===== config.mk =====
export PLATFORM = sky130hd
export DESIGN_NAME = game_state_controller
export DESIGN_NICKNAME = d
export VERILOG_FILES = /design/src/rtl/game_state_controller_pkg.sv /design/src/rtl/game_state_controller_frame_countdown.sv /design/src/rtl/game_state_controller.sv
export SDC_FILE = /design/constraint.sdc
export NUM_CORES = 1
export LEC_CHECK = 0
export ABC_AREA = 1
export BUFFER_PORTS_ARGS = -buffer_cell sky130_fd_sc_hd__buf_2
export CORE_MARGIN = 1.5
export CORE_UTILIZATION = 57
export CTS_BUF_LIST = sky130_fd_sc_hd__clkbuf_16
export DETAILED_ROUTE_END_ITERATION = 8
export PLACE_DENSITY = 0.79
export SYNTH_ARGS = -nofsm -noshare
export SYNTH_HDL_FRONTEND = slang
export SYNTH_SLANG_ARGS = --single-unit

===== constraint.sdc =====
create_clock -name i_Clk -period 2.06 [get_ports i_Clk]
set_clock_uncertainty 0.1 [all_clocks]
set_input_delay 0.103 -clock i_Clk [delete_from_list [all_inputs] [get_ports i_Clk]]
set_output_delay 0.103 -clock i_Clk [all_outputs]
set_load 0.01 [all_outputs]

===== src/rtl/game_state_controller_pkg.sv =====
// Shared widths, state encoding and playfield constants for the game-flow controller.
package game_state_controller_pkg;

  localparam int unsigned STATE_W     = 3;
  localparam int unsigned FRAME_CNT_W = 8;
  localparam int unsigned FROG_Y_W    = 9;
  localparam int unsigned LIVES_W     = 2;
  localparam int unsigned LEVEL_W     = 4;

  typedef enum logic [STATE_W-1:0] {
    S_IDLE     = 3'd0,
    S_PLAY     = 3'd1,
    S_HIT      = 3'd2,
    S_LEVEL_UP = 3'd3,
    S_OVER     = 3'd4
  } state_e;

  // Frog rows in pixels; the goal is the top row of the playfield.
  localparam logic [FROG_Y_W-1:0] C_GOAL_Y       = 9'd0;
  localparam logic [FROG_Y_W-1:0] C_FROG_START_Y = 9'd448;

endpackage


===== src/rtl/game_state_controller_frame_countdown.sv =====
// Loadable 8-bit frame countdown; decrements on enable, saturates at zero,
// and reports a registered non-zero flag.
module frame_countdown
  import game_state_controller_pkg::*;
(
  input  logic                   i_Clk,
  input  logic                   i_Rst_n,
  input  logic                   i_Load,
  input  logic [FRAME_CNT_W-1:0] i_Load_Val,
  input  logic                   i_Dec,
  output logic [FRAME_CNT_W-1:0] o_Count,
  output logic                   o_Busy
);

  logic [FRAME_CNT_W-1:0] count_q, count_d;
  logic                   busy_q;

  // Load wins over decrement so a tick on the load cycle is not counted.
  always_comb begin
    count_d = count_q;
    if (i_Load) begin
      count_d = i_Load_Val;
    end else if (i_Dec && (count_q != '0)) begin
      count_d = count_q - FRAME_CNT_W'(1);
    end
  end

  always_ff @(posedge i_Clk or negedge i_Rst_n) begin
    if (!i_Rst_n) begin
      count_q <= '0;
      busy_q  <= 1'b0;
    end else begin
      count_q <= count_d;
      busy_q  <= (count_d != '0);
    end
  end

  assign o_Count = count_q;
  assign o_Busy  = busy_q;

endmodule


===== src/rtl/game_state_controller.sv =====
// Game-flow controller: lives, level and phase tracking driven by collisions,
// goal arrival and video frame ticks.
module game_state_controller
  import game_state_controller_pkg::*;
#(
  parameter int unsigned HIT_FRAMES   = 60,
  parameter int unsigned LEVEL_FRAMES = 30,
  parameter int unsigned GRACE_FRAMES = 45,
  parameter int unsigned INIT_LIVES   = 3,
  parameter int unsigned MAX_LEVEL    = 15
) (
  input  logic                i_Clk,
  input  logic                i_Rst_n,
  input  logic                i_Has_Collided,
  input  logic [FROG_Y_W-1:0] i_Frog_Y,
  input  logic                i_Frame_Tick,
  input  logic                i_Start,
  output logic [STATE_W-1:0]  o_State,
  output logic [LIVES_W-1:0]  o_Lives,
  output logic [LEVEL_W-1:0]  o_Level,
  output logic                o_Freeze,
  output logic                o_Respawn,
  output logic                o_Game_Over,
  output logic                o_Invulnerable
);

  state_e                 state_q, state_d;
  logic [LIVES_W-1:0]     lives_q, lives_d;
  logic [LEVEL_W-1:0]     level_q, level_d;
  logic                   respawn_q, respawn_d;
  logic                   freeze_q, freeze_d;
  logic                   game_over_q, game_over_d;

  logic [FRAME_CNT_W-1:0] timer_count, grace_count;
  logic                   timer_busy, grace_busy;
  logic                   timer_load, timer_dec, grace_dec;
  logic [FRAME_CNT_W-1:0] timer_load_val;

  logic start_c, hit_c, goal_c, expire_c, in_timed_c;

  assign in_timed_c = (state_q == S_HIT) || (state_q == S_LEVEL_UP);
  assign start_c    = i_Start && ((state_q == S_IDLE) || (state_q == S_OVER));
  assign hit_c      = (state_q == S_PLAY) && i_Has_Collided && (grace_count == '0);
  assign goal_c     = (state_q == S_PLAY) && !hit_c && (i_Frog_Y == C_GOAL_Y);
  // Expires on the tick that brings the timer to zero, or the first tick if already zero.
  assign expire_c   = in_timed_c && i_Frame_Tick &&
                      (!timer_busy || (timer_count == FRAME_CNT_W'(1)));

  always_ff @(posedge i_Clk or negedge i_Rst_n) begin
    if (!i_Rst_n) state_q <= S_IDLE;
    else          state_q <= state_d;
  end

  always_comb begin
    state_d = state_q;
    case (state_q)
      S_IDLE, S_OVER: if (start_c) state_d = S_PLAY;
      S_PLAY: begin
        if (hit_c)       state_d = S_HIT;
        else if (goal_c) state_d = S_LEVEL_UP;
      end
      S_HIT:      if (expire_c) state_d = (lives_q == '0) ? S_OVER : S_PLAY;
      S_LEVEL_UP: if (expire_c) state_d = S_PLAY;
      default:    state_d = S_IDLE;
    endcase
  end

  always_comb begin
    lives_d        = lives_q;
    level_d        = level_q;
    respawn_d      = 1'b0;
    timer_load     = hit_c || goal_c;
    timer_load_val = hit_c ? FRAME_CNT_W'(HIT_FRAMES) : FRAME_CNT_W'(LEVEL_FRAMES);
    if (start_c) begin
      lives_d   = LIVES_W'(INIT_LIVES);
      level_d   = '0;
      respawn_d = 1'b1;
    end
    if (hit_c && (lives_q != '0)) begin
      lives_d = lives_q - LIVES_W'(1);
    end
    if (goal_c && (level_q < LEVEL_W'(MAX_LEVEL))) begin
      level_d = level_q + LEVEL_W'(1);
    end
    if (expire_c && !((state_q == S_HIT) && (lives_q == '0))) begin
      respawn_d = 1'b1;
    end
    freeze_d    = (state_d != S_PLAY);
    game_over_d = (state_d == S_OVER);
  end

  always_ff @(posedge i_Clk or negedge i_Rst_n) begin
    if (!i_Rst_n) begin
      lives_q     <= LIVES_W'(INIT_LIVES);
      level_q     <= '0;
      respawn_q   <= 1'b0;
      freeze_q    <= 1'b1;
      game_over_q <= 1'b0;
    end else begin
      lives_q     <= lives_d;
      level_q     <= level_d;
      respawn_q   <= respawn_d;
      freeze_q    <= freeze_d;
      game_over_q <= game_over_d;
    end
  end

  assign timer_dec = in_timed_c && i_Frame_Tick;
  assign grace_dec = (state_q == S_PLAY) && i_Frame_Tick;

  frame_countdown u_phase_timer (
    .i_Clk      (i_Clk),
    .i_Rst_n    (i_Rst_n),
    .i_Load     (timer_load),
    .i_Load_Val (timer_load_val),
    .i_Dec      (timer_dec),
    .o_Count    (timer_count),
    .o_Busy     (timer_busy)
  );

  frame_countdown u_grace_timer (
    .i_Clk      (i_Clk),
    .i_Rst_n    (i_Rst_n),
    .i_Load     (respawn_d),
    .i_Load_Val (FRAME_CNT_W'(GRACE_FRAMES)),
    .i_Dec      (grace_dec),
    .o_Count    (grace_count),
    .o_Busy     (grace_busy)
  );

  assign o_State        = state_q;
  assign o_Lives        = lives_q;
  assign o_Level        = level_q;
  assign o_Freeze       = freeze_q;
  assign o_Respawn      = respawn_q;
  assign o_Game_Over    = game_over_q;
  assign o_Invulnerable = grace_busy;

endmodule


==> flow_metrics.py <==
metrics = {
    "clock_tree": {
        "clock_latency_ns": 0.27,
        "cts_root_buf": "clkbuf_16",
        "post-cts-setup-buffers": 0,
        "cts_tree": "yes",
        "cts_buffer_depth": 2,
        "cts_buffers": 5,
        "cts_sinks": 30,
        "cts.clk_slew.worst_paths_ns": 0.05,
        "htree_levels": 2,
    },
    "grt": {
        "grt_pass1_vias": 1504,
        "grt_pass1_wl_um": 6610,
        "grt_usage": 0.241,
        "antenna_found_initial": 0,
        "grt_overflow": 0,
        "grt_max_degree": 31,
    },
    "timing": {
        "hold_viol": 0,
        "setup_viol": 0,
        "finalCritPeriodShare": 0.902,
        "slew_viol_final": 0,
        "worstMarginPinSlew_ns": 0.670,
        "fmax_mhz": 538,
        "rsz0062_at_grt": "false",
        "finalCriticalPeriod_ns": 1.86,
        "relSlewSlack": 0.553,
        "fin_setup_tns_ns": 0,
    },
    "setup_path": {
        "cp_max_fo": 9,
        "start_kind": "flop",
        "end_kind": "flop",
        "required_ns": 2.12,
        "arrival_ns": 1.92,
        "crit_type": "reg -> reg",
    },
    "synthesis": {
        "ys_ff_latch": 30,
        "synth_cells": 276,
        "yosysWarnings": 0,
        "syn_area_per_cell_um2": 7.08,
        "syn_area_um2": 1950,
        "seq_area_frac_synth": 0.386,
        "ys_types": 27,
        "synth_nets": 297,
    },
    "finish": {
        "layout_common_cells": "91 x nand2_1, 35 x inv_1, 30 x nor2_1",
        "multi_input_area_um2": 1050,
        "final_common_cell": "nand2_1",
        "fin_util": 0.692,
        "n_fill_cell": 297,
        "antennaDiodeCount": 0,
        "area_delta_synth_final_pct": 17.2,
        "seq_area_um2": 754,
        "nNetsFinal": 331,
        "drive_above_1_share": 0.203,
    },
    "pwr": {
        "power.density_nw_per_um2": 1340,
        "p_leak_nw": 1.27,
        "ir_drop_mv": 0.881,
    },
    "die": {
        "floorplan.initialDensity": 0.590,
        "io_pins": 27,
        "die_y_um": 61.5,
        "dieArea_um2": 3790,
        "core_area_um2": 3310,
        "rows": 21,
        "die_w_um": 61.5,
    },
    "placed_design": {
        "port-buffer-count": 26,
        "place_hpwl_um": 2990,
        "gp_congestion": 0.841,
    },
    "detailed_routing": {
        "drt_drc_violations_left": 0,
        "finalWirelength_um": 4000,
        "via_per_inst": 5.09,
        "drtIter0Drc": 112,
        "ant_nets": 0,
        "firstDrtPassIters": 4,
        "wl_per_cell_um": 11.2,
        "vias": 1818,
    },
    "outcome": {
        "outcome": "finished clean",
    },
    "min_path": {
        "holdCritPathClass": "in -> reg",
    },
    "job": {
        "cap_violations": 0,
    },
}
-- layout make-up --
type	count	area share
clock buffers	5	0.0546
clock inverters	3	0.00601
flip-flops and latches	30	0.330
repair buffers	27	0.0612
inverters	38	0.0634
well taps	46	0.0251
multi-input cells	208	0.460
-- Yosys cell counts --
library cell / count / area [um^2]
nand2_1: 91 / 342
inv_1: 34 / 128
nor2_1: 30 / 113
nand3_1: 28 / 140
dfrtp_1: 27 / 676
nand2_2: 10 / 62.6
o21ai_0: 8 / 40.0
ha_1: 7 / 87.6
nand4_1: 5 / 31.3
nor2_4: 5 / 56.3
a21oi_1: 4 / 20.0
dfstp_2: 3 / 78.8
inv_2: 3 / 11.3
xor2_1: 3 / 26.3
nand2_4: 2 / 22.5
nor2_2: 2 / 12.5
o21ai_1: 2 / 10.0
o21ai_2: 2 / 17.5
xnor2_1: 2 / 17.5
a21oi_2: 1 / 8.76
a32oi_1: 1 / 8.76
and2_1: 1 / 6.26
inv_4: 1 / 6.26
nand3_2: 1 / 10.0
nand3b_1: 1 / 7.51
nor3_1: 1 / 5.00
o2111ai_1: 1 / 8.76
-- worst paths after layout --
path                                                         start                                 end  slack [ns]  cells after the start
max in group asynchronous                                  i_Rst_n              o_Level[1]$_DFFE_PN0P_        1.12                      2
worst min-delay path                                i_Has_Collided  u_phase_timer.o_Count[5]$_DFF_PN0_        0.14                      3
worst max-delay path            u_grace_timer.o_Count[0]$_DFF_PN0_      u_grace_timer.o_Busy$_DFF_PN0_        0.20                      9
worst max register to register  u_grace_timer.o_Count[0]$_DFF_PN0_      u_grace_timer.o_Busy$_DFF_PN0_        0.20                      9
worst min register to register              o_Lives[1]$_DFFE_PN1P_              o_Lives[1]$_DFFE_PN1P_        0.40                      2
min in group asynchronous                                  i_Rst_n  u_phase_timer.o_Count[6]$_DFF_PN0_        0.31                      2
-- timing repair --
action	in CTS	in global routing
resized for setup	0	0
hold endpoints to repair	27	0
hold buffers	1	0
-- cells by family (layout without fill, tap and decap cells) --
logic type,Yosys count,after routing,share of synthesized area
adder cells (fa/ha/maj),7,7,0.0448
flip-flops,30,30,0.386
buffers and inverters,38,73,0.0743
AO/OA/AOI/OAI,19,19,0.0583
AND/OR/NAND/NOR,177,177,0.414
XOR/XNOR,5,5,0.0224
-- sequential cells by signal, summed over array words and instances, names as in the netlist, 2 cells and up --
register	flops
u_grace_timer.o_Count	8
u_phase_timer.o_Count	8
o_Level	4
o_State	3
o_Lives	2
-- critical path, cell delays in order (launching register included) --
cell and delay [ns]:
dfrtp_1 0.37, inv_1 0.16, ha_1 0.21, nand3_1 0.10
nor2_2 0.19, nor2_4 0.09, o21ai_0 0.26, nand3_1 0.12
nor2_1 0.09, nand2_1 0.05
-- routing by layer --
| metal | routed length (um) | vias up | track usage |
|---|---|---|---|
| met2 | 1720 | 62 | 0.346 |
| met5 | 0 | - | 0 |
| met1 | 1960 | 811 | 0.349 |
| li1 | - | 937 | - |
| met4 | 85 | 0 | 0.103 |
| met3 | 245 | 8 | 0.0504 |
-- per-stage QoR --
stage | hold WS [ns] | cell area [um^2] | total power, mW | setup slack, ns | cells
CTS | 0.128 | 2290 | 3.09 | 0.206 | 357
finish | 0.137 | 2290 | 3.07 | 0.202 | 357
global placement | 0.0841 | 2140 | 2.35 | 0.266 | 348
global route | 0.151 | 2290 | 3.35 | 0.0494 | 357
floorplan | -0.293 | 1950 | 2.06 | 0.459 | 276
detailed placement | 0.0873 | 2140 | 2.38 | 0.213 | 348
-- power by group --
part | switching [mW] | total (mW) | internal, mW
Clock | 0.245 | 0.682 | 0.437
Sequential | 0.193 | 0.989 | 0.795
Combinational | 0.900 | 1.40 | 0.500
Total | 1.34 | 3.07 | 1.73
Note: power is estimated with default switching activity, not from simulation.
